[config.mk]
export PLATFORM = sky130hd
export DESIGN_NAME = spi_cmd_decoder
export DESIGN_NICKNAME = d
export VERILOG_FILES = /design/src/rtl/spi_cmd_decoder.sv
export SDC_FILE = /design/constraint.sdc
export NUM_CORES = 1
export LEC_CHECK = 0
export CAP_MARGIN = 30
export CORE_ASPECT_RATIO = 0.5
export CORE_MARGIN = 3
export CORE_UTILIZATION = 40
export CTS_BUF_LIST = sky130_fd_sc_hd__clkbuf_16
export DETAILED_ROUTE_END_ITERATION = 10
export SETUP_SLACK_MARGIN = 0.3
export SYNTH_ARGS = -nofsm -noshare
export SYNTH_HDL_FRONTEND = slang
export SYNTH_SLANG_ARGS = --single-unit
export TNS_END_PERCENT = 100
[constraint.sdc]
create_clock -name clk -period 3.94 [get_ports clk]
set_input_delay 0.591 -clock clk [delete_from_list [all_inputs] [get_ports clk]]
set_output_delay 0.591 -clock clk [all_outputs]
set_load 0.01 [all_outputs]
[src/rtl/spi_cmd_decoder.sv]
// SPI command decoder: turns the SPI client's byte stream into wavegen control registers.
// Define CMD_CHECKSUM_EN to require a trailing XOR checksum byte on multi-byte commands.
//
// state | meaning
// IDLE  | waiting for an opcode byte
// DATA  | collecting data bytes of SET_FREQ / SET_AMP
// CHECK | waiting for the checksum byte (CMD_CHECKSUM_EN only)
module spi_cmd_decoder #(
  parameter int                      FREQ_BYTES     = 2,
  parameter logic [8*FREQ_BYTES-1:0] FREQ_DEFAULT   = 'h0100,
  parameter logic [7:0]              AMP_DEFAULT    = 8'hFF,
  parameter int                      TIMEOUT_CYCLES = 100000
) (
  input  logic                      clk,
  input  logic                      rst,
  input  logic [7:0]                command,
  input  logic                      command_signal,
  output logic [1:0]                wave_sel,
  output logic [8*FREQ_BYTES-1:0]   freq_word,
  output logic [7:0]                amplitude,
  output logic                      out_en,
  output logic                      update,
  output logic                      cmd_error,
  output logic                      busy
);

  localparam int W  = 8 * FREQ_BYTES;
  localparam int TW = $clog2(TIMEOUT_CYCLES + 1);
  localparam int CW = $clog2(FREQ_BYTES + 1);

`ifdef CMD_CHECKSUM_EN
  typedef enum logic [1:0] {IDLE, DATA, CHECK} state_t;
  logic [7:0]   csum;
`else
  typedef enum logic [1:0] {IDLE, DATA} state_t;
`endif

  state_t        state;
  logic [TW-1:0] timer;
  logic [CW-1:0] byte_cnt;
  logic [W-1:0]  stage;
  logic          op_freq;

  logic [W-1:0]  stage_shl;
  logic          last_byte;
  logic          timer_done;

  assign stage_shl  = (stage << 8) | W'(command);
  assign last_byte  = op_freq ? (byte_cnt == CW'(FREQ_BYTES - 1)) : (byte_cnt == '0);
  assign timer_done = (timer == TW'(TIMEOUT_CYCLES - 1));

  always_ff @(posedge clk) begin
    if (rst) begin
      state     <= IDLE;
      timer     <= '0;
      byte_cnt  <= '0;
      stage     <= '0;
      op_freq   <= 1'b0;
      wave_sel  <= 2'd0;
      freq_word <= FREQ_DEFAULT;
      amplitude <= AMP_DEFAULT;
      out_en    <= 1'b0;
      update    <= 1'b0;
      cmd_error <= 1'b0;
      busy      <= 1'b0;
`ifdef CMD_CHECKSUM_EN
      csum      <= '0;
`endif
    end else begin
      update    <= 1'b0;
      cmd_error <= 1'b0;
      case (state)
        IDLE: begin
          if (command_signal) begin
            case (command[7:4])
              4'h1: begin
                wave_sel <= command[1:0];
                update   <= 1'b1;
              end
              4'h2, 4'h3: begin
                op_freq  <= (command[7:4] == 4'h2);
                byte_cnt <= '0;
                timer    <= '0;
                stage    <= '0;
                busy     <= 1'b1;
                state    <= DATA;
`ifdef CMD_CHECKSUM_EN
                csum     <= command;
`endif
              end
              4'h4: begin
                out_en <= command[0];
                update <= 1'b1;
              end
              default: cmd_error <= 1'b1;
            endcase
          end
        end

        DATA: begin
          if (command_signal) begin
            // A strobe coincident with timer expiry still counts as a valid byte.
            timer    <= '0;
            stage    <= stage_shl;
            byte_cnt <= byte_cnt + 1'b1;
`ifdef CMD_CHECKSUM_EN
            csum     <= csum ^ command;
            if (last_byte) state <= CHECK;
`else
            if (last_byte) begin
              if (op_freq) freq_word <= stage_shl;
              else         amplitude <= command;
              update <= 1'b1;
              busy   <= 1'b0;
              state  <= IDLE;
            end
`endif
          end else if (timer_done) begin
            cmd_error <= 1'b1;
            busy      <= 1'b0;
            state     <= IDLE;
          end else begin
            timer <= timer + 1'b1;
          end
        end

`ifdef CMD_CHECKSUM_EN
        CHECK: begin
          if (command_signal) begin
            timer <= '0;
            busy  <= 1'b0;
            state <= IDLE;
            if (command == csum) begin
              if (op_freq) freq_word <= stage;
              else         amplitude <= stage[7:0];
              update <= 1'b1;
            end else begin
              cmd_error <= 1'b1;
            end
          end else if (timer_done) begin
            cmd_error <= 1'b1;
            busy      <= 1'b0;
            state     <= IDLE;
          end else begin
            timer <= timer + 1'b1;
          end
        end
`endif

        default: begin
          busy  <= 1'b0;
          state <= IDLE;
        end
      endcase
    end
  end

endmodule

==> impl_metrics.json <==
{
  "fillCellCount": 560,
  "muxShareOfSynthArea_pct": 1.57,
  "status": "finished clean",
  "vias_per_cell": 5.18,
  "die_y_um": 62.4,
  "synth.yosys.seq_area_share_pct": 45.6,
  "hold_path_end": "freq_word[11]",
  "finalSetupTns_ps": 0,
  "rsz0062_at_grt": "false",
  "final_cells": 423,
  "insertion_delay_ps": 320,
  "track_usage_pct": 17.1,
  "cts_max_level": 3,
  "period_needed_ps": 2270,
  "final_area_mm2": 0.00331,
  "overflow": 0,
  "wl_per_cell_um": 13.9,
  "cts_resized": 0,
  "synthArstFlopShare_pct": 0,
  "ios": 41,
  "core_mm2": 0.00580,
  "grt_use_met2_pct": 27.8,
  "synth_top_cell_by_area": "dfxtp_1",
  "drive_above_1_share_pct": 7.37,
  "reg2reg_depth": 4,
  "grtUsageMet1_pct": 20.1,
  "syn_area_mm2": 0.00255,
  "synthTopCellsByArea": "dfxtp_1, nand2_1, nor2_1",
  "tritoncts": "yes",
  "first_pass_iters": 4,
  "area_growth_syn_to_layout_pct": 30.0,
  "start_kind": "input port",
  "grt_pass1_vias": 2197,
  "timing.rr.end": "freq_word[0]",
  "die_width_um": 119,
  "start_util_pct": 43.9,
  "clock_skew_ps": 7.28,
  "syn_inst": 299,
  "drc": 0,
  "die_area_mm2": 0.00742,
  "synth_fp_nets": 313,
  "multiInputGateArea_mm2": 0.00126,
  "crit-reg2reg-launch": "busy",
  "crit_path_end_kind": "register",
  "yosysTopAreaCellShare_pct": 45.6,
  "synth.most_common_cell": "nand2_1",
  "slew_headroom_pct": 60.5,
  "rows": 19,
  "drt_iter0_markers": 118,
  "dp_cells": 407,
  "fmax_ghz": 0.441,
  "dpl_cell_area_mm2": 0.00296,
  "synthTopCellsByCount": "nand2_1, dfxtp_1, nor2_1",
  "synth_xor_area_share_pct": 2.41,
  "worstHoldStart": "stage[3]",
  "path_cells": "clkdlybuf4s50_1 -> and2_1 -> nand3_1 -> nand2_1 -> a21oi_1",
  "vias": 2190,
  "syn_area_per_cell_um2": 8.52,
  "cts_buffer_depth": 2,
  "cts_buffers": 9,
  "final_nets": 348,
  "power.leakage_uw": 0.00120,
  "path_clk_slew_ps": 50,
  "yosysWarnings": 0,
  "grt_pass1_wl_um": 10300,
  "cts_setup_buffers": 0,
  "powerDensity_mw_per_mm2": 478,
  "dp_hpwl_um": 4010,
  "critPathKind": "input port to register",
  "r2r_slack_ps": 1820,
  "min_path_cells": 2,
  "met3_usage_pct": 7.41,
  "holdCritPathClass": "register to register",
  "finalWirelength_um": 5870,
  "p_total_uw": 1580,
  "seqCellArea_mm2": 0.00116,
  "gr-max-usage-layer": "met2",
  "synth-compound-area-share_pct": 15.2,
  "tightest_slew_ps": 591,
  "synthFlopType": "dfxtp_1",
  "place.gp.congestion": 0.886,
  "root_buffer": "clkbuf_16",
  "cp.arrival_ps": 2460,
  "vdd_drop_max_uv": 254,
  "setup_violations": 0,
  "required_ps": 4130,
  "ant_nets": 0,
  "slew_viol_final": 0,
  "synth-seq-cells": 58,
  "hold_viol_final": 0,
  "yosys.area_share.simple_pct": 28.8,
  "hold_buffers": 0,
  "worst_path_largest_cell_delay_ps": 550,
  "n_antenna_cell": 0,
  "synth_edf_count": 0,
  "portBuffers": 40,
  "path_max_fanout": 16,
  "antenna_found_initial": 0,
  "slowest_stage": "clkdlybuf4s50_1",
  "synth_cell_types": 46,
  "min_period_over_period_pct": 57.5,
  "synth_adder_area_share_pct": 1.47,
  "synth_top_family_by_area": "simple AND/OR/NAND/NOR gates",
  "cts_sinks": 58,
  "maxCapViolCount": 0,
  "grt_max_degree": 45
}
state kept, by name, summed over array words and instances, names as in the netlist:
register / cells
cmd_error: 1
update: 1
amplitude: 8
out_en: 1
byte_cnt: 2
timer: 17
op_freq: 1
busy: 1
wave_sel: 2
stage: 8
freq_word: 16
through the flow:
stage                     utilization (%)  setup slack (ps)  hold WS (ps)
after global routing                 57.1              1400           469
after floorplan                         -              2240           432
after detailed placement             51.0              1280           448
after CTS                            57.1              1640           455
final                                57.1              1670           452
after global placement               51.0              1360           444
area by class of cell:
class,count,share of cell area (%)
Sequential cell,58,35.0
Clock buffer,9,6.80
Clock inverter,7,3.97
Inverter,4,0.453
Timing Repair Buffer,42,12.5
Tap cell,84,3.17
Multi-Input combinational cell,219,38.0
worst max-delay path: cells and delay by family:
kind	cells	cell delay (ps)
buffers and inverters	1	550
AND/OR/NAND/NOR	3	1220
AO/OA/AOI/OAI	1	90
placed cells by master, fill, tap and decap left out, types with 4 or more instances in the layout:
cell type,count
nor3b_1,4
clkbuf_16,9
a31oi_1,10
nor2_1,30
nand2_1,59
nand3b_1,9
o21ai_0,5
a22oi_1,10
a21oi_1,22
clkdlybuf4s50_1,40
xor2_1,6
bufinv_16,4
a41oi_1,4
nand3_1,12
inv_1,4
dfxtp_1,58
mux2i_1,4
logic make-up after synthesis:
family | after synthesis
xor gates and xnor gates | 7
buffers and inverters | 22
adders and majority gates | 3
AOI/OAI and AO/OA | 61
DFF | 58
muxes | 4
and+or+nand+nor | 144
report_power, final:
| group | leakage (uW) | switching [uW] | internal (uW) |
|---|---|---|---|
| logic | 0.000561 | 33.4 | 27.7 |
| registers | 0.000468 | 3.44 | 592 |
| clock network | 0.000172 | 254 | 674 |
| total | 0.00120 | 291 | 1290 |
routing by layer:
layer | part of all wire (%) | vias up
met5 | 0 | -
met4 | 0.72 | 0
met3 | 4.7 | 6
met2 | 47 | 40
met1 | 48 | 1032
li1 | - | 1112
how the worst max path moves through the flow:
stage / startpoint / endpoint / slack, ps / depth (start not counted)
global route: command_signal / freq_word[12] / 1400 / 5
floorplan: command[6] / timer[9] / 2240 / 6
finish: command_signal / freq_word[0] / 1670 / 5
CTS: command_signal / freq_word[0] / 1640 / 5
global placement: command_signal / freq_word[5] / 1360 / 5
detailed placement: command_signal / freq_word[0] / 1280 / 5
(Power assumes the default switching activity.)
